===== config.mk =====
export PLATFORM = sky130hd
export DESIGN_NAME = jk_bank_arbiter
export DESIGN_NICKNAME = d
export VERILOG_FILES = /design/src/rtl/jk_bank_arbiter.sv
export SDC_FILE = /design/constraint.sdc
export NUM_CORES = 1
export LEC_CHECK = 0
export ABC_AREA = 1
export BUFFER_PORTS_ARGS = -buffer_cell sky130_fd_sc_hd__buf_2
export CAP_MARGIN = 20
export CORE_MARGIN = 1
export CORE_UTILIZATION = 45
export CTS_BUF_LIST = sky130_fd_sc_hd__clkbuf_8
export DETAILED_ROUTE_END_ITERATION = 10
export HOLD_SLACK_MARGIN = 0.02
export PLACE_DENSITY = 0.77
export SLEW_MARGIN = 20
export SYNTH_ARGS = -nofsm -noshare
export SYNTH_HDL_FRONTEND = slang
export SYNTH_SLANG_ARGS = --single-unit

===== constraint.sdc =====
create_clock -name clk -period 2.9 [get_ports clk]
set_clock_uncertainty 0.15 [all_clocks]
set_input_delay 0.58 -clock clk [delete_from_list [all_inputs] [get_ports clk]]
set_output_delay 0.58 -clock clk [all_outputs]
set_load 0.03 [all_outputs]

===== src/rtl/jk_bank_arbiter.sv =====
// Round-robin arbitrated access to a shared bank of JK flip-flops.
// A 2-state FSM accepts one J/K command in IDLE and commits it to the bank in APPLY.
module jk_bank_arbiter #(
  parameter int N_REQ = 4,
  parameter int WIDTH = 8,
  localparam int GW   = (N_REQ > 1) ? $clog2(N_REQ) : 1
) (
  input  logic                   clk,
  input  logic                   rst,
  input  logic [N_REQ-1:0]       req_valid,
  input  logic [N_REQ*WIDTH-1:0] req_j,
  input  logic [N_REQ*WIDTH-1:0] req_k,
  output logic [N_REQ-1:0]       req_ready,
  output logic [WIDTH-1:0]       q,
  output logic [WIDTH-1:0]       q_bar,
  output logic [GW-1:0]          grant_id,
  output logic                   busy,
  output logic                   done
);

  typedef enum logic {
    S_IDLE  = 1'b0,
    S_APPLY = 1'b1
  } state_t;

  state_t            r_state;
  state_t            w_state_nxt;
  logic [GW-1:0]     r_rr_ptr;
  logic [GW-1:0]     r_grant_id;
  logic [WIDTH-1:0]  r_q;
  logic [WIDTH-1:0]  r_j;
  logic [WIDTH-1:0]  r_k;
  logic [WIDTH-1:0]  w_q_nxt;
  logic [GW-1:0]     w_pick;
  logic              w_any_valid;
  logic              w_accept;
  logic              w_apply;

  // First valid index strictly after ptr, wrapping modulo N_REQ; the
  // previous winner is therefore always searched last.
  function automatic logic [GW-1:0] f_pick(
    input logic [N_REQ-1:0] valid,
    input logic [GW-1:0]    ptr
  );
    logic [GW-1:0] sel;
    logic          hit;
    int unsigned   idx;
    sel = '0;
    hit = 1'b0;
    for (int unsigned off = 1; off <= N_REQ; off++) begin
      idx = (int'(ptr) + off) % N_REQ;
      if (!hit && valid[idx]) begin
        sel = idx[GW-1:0];
        hit = 1'b1;
      end
    end
    return sel;
  endfunction

  assign w_any_valid = |req_valid;
  assign w_pick      = f_pick(req_valid, r_rr_ptr);

  always_ff @(posedge clk or negedge rst) begin
    if (!rst) begin
      r_state <= S_IDLE;
    end else begin
      r_state <= w_state_nxt;
    end
  end

  // Ready is gated by reset so no requester sees an accept while the bank is held.
  always_comb begin
    w_state_nxt = r_state;
    req_ready   = '0;
    w_accept    = 1'b0;
    w_apply     = 1'b0;
    busy        = 1'b0;
    done        = 1'b0;
    case (r_state)
      S_IDLE: begin
        if (w_any_valid && rst) begin
          w_accept          = 1'b1;
          req_ready[w_pick] = 1'b1;
          w_state_nxt       = S_APPLY;
        end
      end
      S_APPLY: begin
        w_apply     = 1'b1;
        busy        = 1'b1;
        done        = 1'b1;
        w_state_nxt = S_IDLE;
      end
      default: begin
        w_state_nxt = S_IDLE;
      end
    endcase
  end

  always_ff @(posedge clk or negedge rst) begin
    if (!rst) begin
      r_rr_ptr   <= GW'(N_REQ - 1);
      r_grant_id <= '0;
      r_j        <= '0;
      r_k        <= '0;
    end else if (w_accept) begin
      r_rr_ptr   <= w_pick;
      r_grant_id <= w_pick;
      r_j        <= req_j[w_pick*WIDTH +: WIDTH];
      r_k        <= req_k[w_pick*WIDTH +: WIDTH];
    end
  end

  // Characteristic equation q+ = J&~q | ~K&q covers hold, clear, set and toggle.
  assign w_q_nxt = (r_j & ~r_q) | (~r_k & r_q);

  always_ff @(posedge clk or negedge rst) begin
    if (!rst) begin
      r_q <= '0;
    end else if (w_apply) begin
      r_q <= w_q_nxt;
    end
  end

  assign q        = r_q;
  assign q_bar    = ~r_q;
  assign grant_id = r_grant_id;

endmodule


* After elaboration in Yosys (flattened, before gate mapping) *
Cells that the tools add are included.

word-level totals
  output and inout port bits = 24
  register bits after elaboration = 29
  word-level logic and storage cells = 56
  bits of input ports = 70

cells by class
  mux-type cells = 23
  bitwise operators = 6
  magnitude comparators = 6
  shift operators = 2
  $add $sub $neg = 4
  reductions and logical operators = 9

operators with widths
  kind                 count
  $shiftx 32x6->8      2
  $and 8x8->8          2
  $not 8->8            2
  $lt 2x3->1 const B   5
  $mux 1               11
  $bmux 1 s2           4
  $mux 2               4
  $mux 4               2
  $or 8x8->8           1
  $logic_and 1x1->1    5
  $add 2x1->2 const B  2
  $add 2x2->2 const B  2
  $reduce_or 4->1      1
  $logic_not 1->1      3
  $demux 1 s2          1
  $ge 2x1->1 const B   1
  $pmux 1 s2           1
  $not 1->1            1

* Logic depth before layout (Yosys ltp) *
Gate-level depths: netlist of the first run.

  depth in word-level cells = 19
  depth in mapped cells = 14
  depth with buffers taken out = 13

* Worst setup path before layout of the first run *
OpenSTA, ideal clock, no wires.

  path type = flip-flop to output port
  start point = register r_rr_ptr[0]
  end point = output port req_ready[2]
  data arrival time = 2.177 ns
  cell stages (with the launch flop) = 11
  path buffers = 2
  path slack = -0.007 ns
  cell sequence = dfstp_2 -> buf_4 -> nand2_1 -> nand3_1 -> nand2_4 -> nor2_8 -> nand2_1 -> nand2_4 -> nand2_8 -> buf_6 -> nor3_1

on the way
  cells in the longest elaborated chain, start to end = 19
  elaborated cells on any way between the ends = 32
  classes of those cells = add/sub: 4; order compare: 2; mux: 19; reduce/logical: 7

ends and longest elaborated chain
  element                                                         line  source
  start: declaration                                              28    logic [GW-1:0] r_rr_ptr;
  start signal: assignment                                        101   r_rr_ptr <= GW'(N_REQ - 1);
  start signal: assignment                                        106   r_rr_ptr <= w_pick;
  $add 2x1->2                                                     51    idx = (int'(ptr) + off) % N_REQ;
  $bmux 1 s2                                                      52    if (!hit && valid[idx]) begin
  $mux 1 (implied by the code)                                    52
  $mux 1                                                          52
  $logic_not 1->1                                                 52
  $logic_and 1x1->1                                               52
  $mux 1                                                          52
  $logic_not 1->1                                                 52
  [... 3 more ...]                                                --
  $logic_and 1x1->1                                               52
  $mux 2 (*)                                                      52
  $lt 2x3->1 (implied by the code) or $ge 2x1->1 (tied branches)  83    req_ready[w_pick] = 1'b1;
  $logic_and 1x1->1 (implied by the code)                         83
  $mux 1 (implied by the code)                                    83
  $demux 1 s2 (*)                                                 83
  $mux 4 (*)                                                      81    if (w_any_valid && rst) begin
  $mux 4 (*)                                                      79    case (r_state)
  end: declaration                                                13    output logic [N_REQ-1:0] req_ready,

Mark *: on every way between the ends. The rest lies on a longest branch, timed or not. The select of a mux whose other input is x is not followed.

* Worst setup path after layout of the first run *
  start point = register r_rr_ptr[0]
  end point = output port req_ready[1]

The elaborated chain is that of the path after synthesis.

==> run_results.csv, run 1 <==
group,metric,value,unit
die,core,0.004414,mm^2
worst_setup_path,worstPathCellList,"inv_2, nand2_1, nand2_1, nand2_2, inv_1, a21boi_2, nand2_1, inv_2, nand2_2, nor2_4, inv_4, nor2_1, buf_4",
yosys,synth_seq_area_share,0.3475,
power_and_ir_drop,clock_power_share,0.093,
detailed_routing,drtPass1Iterations,4,
sta,clock.fmax,353.8,MHz
placed_design,placed_area,0.002569,mm^2
final_layout,fin_area,0.002714,mm^2
detailed_routing,post_drt_wl_per_cell,12.78,um
detailed_routing,wirelength,5.814,mm
yosys,yosysUniqueCellTypes,28,
power_and_ir_drop,p_per_area,1319,mW/mm^2
power_and_ir_drop,peakVddDrop,0.7130,mV
global_routing,grt_max_degree,33,
sta,finalCritPeriodShare,0.9747,
yosys,synth_ff_type,"dfrtp_1",
worst_setup_path,arrival,2.10,ns
detailed_routing,post-route-drc-count,0,
placed_design,globalplace.congestion,0.9690,
worst_setup_path,r2r_end,"r_j[3]",
cts,cts_sinks,29,
cts,cts_tree,"done",
detailed_routing,detailroute.via_count,2289,
yosys,yosys_register_bits,29,
job,maxCapViolations,0,
hold_path,hp-class,"input pin to async pin",
yosys,synth.cell_area,0.002096,mm^2
sta,slew-limit-headroom,0.6761,
detailed_routing,drtIter0Drc,137,
detailed_routing,post_drt_via_cell_ratio,5.031,
sta,rsz0062_at_grt,"true",
die,die_h,70.25,um
die,num_io_pins,94,
worst_setup_path,rrSetupSlack,0.57,ns
detailed_routing,ant_nets,0,
sta,final.min_clock_period,2.827,ns
global_routing,grt_pass1_wl,9.480,mm
yosys,synth_fp_nets,375,
final_layout,nets,472,
worst_setup_path,path_class,"register to output port",
power_and_ir_drop,comb_power_share,0.697,
die,start_util,0.4748,
run_status,status,"finished, final reports clean",
global_routing,grtUsageTotal,0.2471,
final_layout,final_cell_mix,"nand2_1, buf_2, nand3_1",
placed_design,dp_hpwl,4.155,mm
power_and_ir_drop,p_switching,1.966,mW
power_and_ir_drop,switching_share,0.5493,
worst_setup_path,r2r-start,"r_rr_ptr[0]",
power_and_ir_drop,seqPwrFrac,0.210,
yosys,synthCells,305,
sta,tightest_slew,0.4854,ns
power_and_ir_drop,power.leakage,1.531,nW
final_layout,diodes,0,
placed_design,numPortBuffers,93,
die,dieArea,0.004934,mm^2
sta,fin_tns_setup,0,ns
final_layout,fillCellCount,406,
cts,clk_pin_slew,0.07,ns
sta,setup_viol,0,
worst_setup_path,crit_fanout,13,
cts,cts-root-buf,"clkbuf_8",
global_routing,overflow,0,
worst_setup_path,slowest_delay,0.58,ns
final_layout,final_common_cell,"nand2_1",
worst_setup_path,cp.required,2.17,ns
cts,hold_buffers,0,
final_layout,fin_util,0.6148,
cts,cts-htree-levels,2,
yosys,async_flop_share,1.000,
yosys,postSynthAreaPerCell,6.871,um^2
sta,slew_violations,0,
yosys,ys.warnings.count,0,
die,die_x,70.25,um
power_and_ir_drop,totalPowerFinal,3.580,mW
sta,holdWs,0.1674,ns
power_and_ir_drop,p_int,1.613,mW
die,rows,24,
cts,clk_path_buf_depth,2,
worst_setup_path,cp_slowest_cell,"dfstp_2",
global_routing,antenna_found_initial,0,
sta,hold_viol,0,
cts,worstSkewPairLatency,0.28,ns
worst_setup_path,endpoint_kind,"output port",
worst_setup_path,startpoint_type,"register",
global_routing,grt_pass1_vias,2064,
final_layout,drive_above_1_share,0.3871,
final_layout,area_growth,29.49,%
cts,cts_buffers,5,
yosys,synth-edff-count,0,
worst_setup_path,worst_path_most_repeated_cell,"nand2_1",
worst_setup_path,r2r_cells,14,
power groups by stage:
stage | sequential, mW | clock [mW] | combinational (mW)
floorplan | 0.868 | 0 | 1.88
global placement | 0.769 | 0 | 2.33
detailed placement | 0.779 | 0 | 2.38
CTS | 0.757 | 0.337 | 2.44
global route | 0.781 | 0.355 | 2.77
finish | 0.752 | 0.333 | 2.50
metrics by stage:
stage,std cells,setup slack [ns]
floorplan,305,0.1957
global route,455,-0.03346
finish,455,0.07323
global placement,442,0.3233
CTS,454,0.05104
detailed placement,442,0.2432
registers in the layout (all words and copies together) (netlist names):
name,count
grant_id,2
q,8
r_j,8
r_k,8
r_rr_ptr,2
r_state,1
logic make-up (layout without fill, tap and decap cells):
group,Yosys count,in the layout,share of synthesized area
flops,29,29,0.3475
simple gates,215,215,0.4884
buf+inv,38,136,0.09790
compound gates,23,23,0.06627
what timing repair did:
item | 4_1_cts | 5_1_grt
resized for setup | 0 | 12
endpoints found under the setup margin | 4 | 4
setup buffers | 4 | 1
pin swaps | 0 | 1
worst max path at each step:
| stage | start | slack (ns) | endpoint |
|---|---|---|---|
| floorplan | r_rr_ptr[0] | 0.20 | req_ready[0] |
| global placement | r_rr_ptr[0] | 0.32 | req_ready[1] |
| detailed placement | r_rr_ptr[0] | 0.24 | req_ready[1] |
| CTS | r_rr_ptr[1] | 0.05 | req_ready[1] |
| global route | r_rr_ptr[0] | -0.03 | req_ready[1] |
| finish | r_rr_ptr[0] | 0.07 | req_ready[1] |
cells in the mapped netlist, types with 2 or more instances:
cell type | instances | area share
nor2_1 | 39 | 0.070
a31oi_1 | 9 | 0.027
nand3_1 | 52 | 0.12
buf_2 | 5 | 0.012
nand2_4 | 3 | 0.016
a21oi_1 | 9 | 0.021
dfstp_2 | 2 | 0.025
clkbuf_1 | 2 | 0.0036
buf_6 | 6 | 0.032
inv_2 | 4 | 0.0072
dfrtp_1 | 27 | 0.32
inv_1 | 18 | 0.032
nand2_1 | 90 | 0.16
or2_2 | 16 | 0.048
buf_4 | 3 | 0.011
nand4_1 | 2 | 0.0060
nand2_2 | 7 | 0.021
routing by layer:
layer | GRT usage | share of wire | vias up
li1 | - | - | 1169
met1 | 0.3231 | 0.45 | 1032
met2 | 0.3968 | 0.48 | 84
met3 | 0.05483 | 0.057 | 4
met4 | 0.09556 | 0.010 | 0
met5 | 0 | 0 | -
worst max-delay path: cells and delay by family (launching register included):
family,cells,cell delay [ns]
buf+inv,5,0.47
compound gates,1,0.12
flops,1,0.58
simple gates,7,0.64
area by class of cell:
cell class	instances	area (um^2)	area share
clock buffers	5	68.82	0.02536
well taps	52	65.06	0.02397
multi-input cells	238	1176	0.4334
inverters	22	85.08	0.03135
flip-flops and latches	29	728.2	0.2683
clock inverters	3	17.52	0.006455
repair buffers	106	573.1	0.2112
(Power assumes the default switching activity.)
==> run 2, diff against run 1 <==
Settings changed: ABC_AREA 1 to default, GPL_ROUTABILITY_DRIVEN from default to 0, PLACE_DENSITY 0.77 to 0.81.
==> run 2 against run 1 <==
  * Critical path type unchanged
  * First-iteration DRC count fell by 80%
  * Highest routed layer unchanged
  * Sequential share of layout area rose by 6.1 points
  * Largest cell class unchanged
  * Clock power fell by 1%
  * Flip-flop and latch count did not move
  * Non-clock buffer count fell by 6
  * Global-route usage fell by 4.4 points
  * Fmax rose by 10%
==> run_results.csv, run 2 <==
group,metric,value,unit
final_layout,nets,325,
yosys,ys_top_cells_by_area,"dfrtp_1, mux2i_1, o221ai_1, nand2_1, a21oi_1",
detailed_routing,post_drt_via_cell_ratio,5.056,
yosys,synthAdderAreaFrac,0,
yosys,synth_fp_nets,231,
die,dieArea,0.003956,mm^2
worst_setup_path,r2r-start,"r_rr_ptr[1]",
cts,cts_setup_buffers,0,
yosys,yosys_register_bits,29,
die,rows,21,
global_routing,grtUsageTotal,0.2036,
detailed_routing,ant_nets,0,
cts,cts_sinks,29,
detailed_routing,wirelength,3.954,mm
sta,slew_violations,0,
final_layout,multi_input_area,777.0,um^2
final_layout,fillCellCount,294,
cts,worstSkewPairLatency,0.28,ns
global_routing,grt_max_degree,30,
yosys,synthXorXnorAreaFrac,0,
global_routing,grt_pass1_vias,1414,
final_layout,diodes,0,
yosys,synthCells,161,
final_layout,final_cell_mix,"buf_2, mux2i_1, dfrtp_1",
worst_setup_path,arrival,1.84,ns
cts,cts-htree-levels,2,
yosys,yosysUniqueCellTypes,21,
worst_setup_path,startpoint_type,"register",
detailed_routing,post-route-drc-count,0,
cts,cts-root-buf,"clkbuf_8",
power_and_ir_drop,power.leakage,1.233,nW
sta,clock.fmax,389.5,MHz
placed_design,numPortBuffers,93,
yosys,synth.cell_area,0.001669,mm^2
detailed_routing,post_drt_wl_per_cell,13.09,um
placed_design,dp_slack,0.3414,ns
yosys,synth_area_leader_cell,"dfrtp_1",
sta,setup_viol,0,
yosys,synth_seq_area_share,0.4363,
cts,cts_buffers,5,
sta,tightest_slew,0.3562,ns
placed_design,placed_area,0.002122,mm^2
global_routing,overflow,0,
yosys,async_flop_share,1.000,
worst_setup_path,path_class,"register to output port",
yosys,synth_mux_area_frac,0.1979,
yosys,postSynthAreaPerCell,10.37,um^2
worst_setup_path,endpoint_kind,"output port",
yosys,synth_ff_type,"dfrtp_1",
die,start_util,0.4849,
yosys,synth-edff-count,0,
detailed_routing,detailroute.via_count,1527,
final_layout,final_common_cell,"buf_2",
sta,fin_tns_setup,0,ns
placed_design,dp_hpwl,3.063,mm
power_and_ir_drop,totalPowerFinal,1.827,mW
yosys,synthTopCellsByCount,"mux2i_1, dfrtp_1, nand2_1, o221ai_1, a21oi_1",
die,core,0.003442,mm^2
worst_setup_path,crit_fanout,11,
yosys,ys.warnings.count,0,
die,num_io_pins,94,
yosys,synth_top_family_by_area,"multiplexers",
final_layout,final-seq-area,728.2,um^2
sta,hold_viol,0,
power_and_ir_drop,p_per_area,825.9,mW/mm^2
sta,final.min_clock_period,2.567,ns
yosys,synth_top_area_share,0.4048,
sta,slew-limit-headroom,0.7625,
die,die_x,62.90,um
final_layout,drive_above_1_share,0.4453,
worst_setup_path,cp.required,2.17,ns
sta,rsz0062_at_grt,"false",
worst_setup_path,startpoint,"r_rr_ptr[1]",
sta,finalCritPeriodShare,0.8852,
cts,hold_buffers,0,
detailed_routing,drtIter0Drc,28,
cts,cts_tree,"done",
yosys,synth_compound_area_frac,0.1709,
yosys,yosysMostFrequentCell,"mux2i_1",
sta,fin_ws,0.3329,ns
job,maxCapViolations,0,
cts,clk_path_buf_depth,2,
global_routing,antenna_found_initial,0,
cts,clk_pin_slew,0.06,ns
run_status,status,"finished, final reports clean",
final_layout,fin_area,0.002212,mm^2
detailed_routing,drtPass1Iterations,4,
yosys,yosys.area_share.simple,0.09670,
cts,cts.repair.resized,0,
die,die_h,62.90,um
hold_path,hp-class,"input pin to async pin",
global_routing,grt_pass1_wl,6.272,mm
final_layout,area_growth,32.53,%
power_and_ir_drop,peakVddDrop,0.4148,mV
run 2: cell types whose count changed in the layout (fill, tap and decap cells not counted), moves of 3 or more:
cell,delta
nand3_1,-52
nand2_2,-6
o221ai_1,+16
nor2_1,-31
or2_2,-16
mux2i_1,+33
buf_2,+4
a21oi_1,+3
nand2_1,-66
nand2_4,-4
buf_4,-10
inv_1,-6
run 2: metrics by stage:
stage / util / hold slack (ns) / cells
after floorplan: - / 0.1344 / 161
after detailed placement: 0.6165 / 0.2999 / 294
after CTS: 0.6427 / 0.2237 / 302
after global placement: 0.6165 / 0.2915 / 294
after global routing: 0.6427 / 0.2465 / 302
final: 0.6427 / 0.2119 / 302
run 2: kinds of logic after synthesis:
group / Yosys count
AOI/OAI and AO/OA: 39
muxes: 33
DFF: 29
and+or+nand+nor: 36
buffers and inverters: 24
run 2: final cells by class:
class / instances / area share
well taps: 46 / 0.02602
flip-flops and latches: 29 / 0.3292
clock inverters: 2 / 0.003394
multi-input cells: 108 / 0.3512
clock buffers: 6 / 0.03733
repair buffers: 100 / 0.2342
inverters: 11 / 0.01867
run 2: final timing paths:
kind | endpoint | slack (ns) | cells after the start
max | req_ready[0] | 0.33 | 5
min | r_k[5] | 0.21 | 2
max reg2reg | r_k[0] | 0.72 | 5
min reg2reg | q[6] | 0.31 | 1
max in group asynchronous | r_rr_ptr[1] | 2.08 | 2
min in group clk | q[6] | 0.31 | 1
run 2: report_power, final:
group	total, mW	leakage (nW)	internal (mW)	switching, mW
Sequential	0.668	0.344	0.554	0.114
Clock	0.329	0.0538	0.186	0.143
Combinational	0.830	0.835	0.307	0.523
run 2: layer usage:
layer  track usage  vias to the layer above  wire length [um]  share of wire
li1              -                      770                 -              -
met1        0.2427                      698              1709           0.43
met2        0.3522                       54              1996           0.50
met3       0.03832                        5               189          0.048
met4       0.09012                        0                58          0.015
met5             0                        -                 0              0
run 2: worst max-delay path, stage by stage (launching register included):
cell,delay (ns)
dfstp_2,0.59
mux2i_1,0.25
o221a_4,0.34
inv_2,0.05
nor2_1,0.11
buf_2,0.21
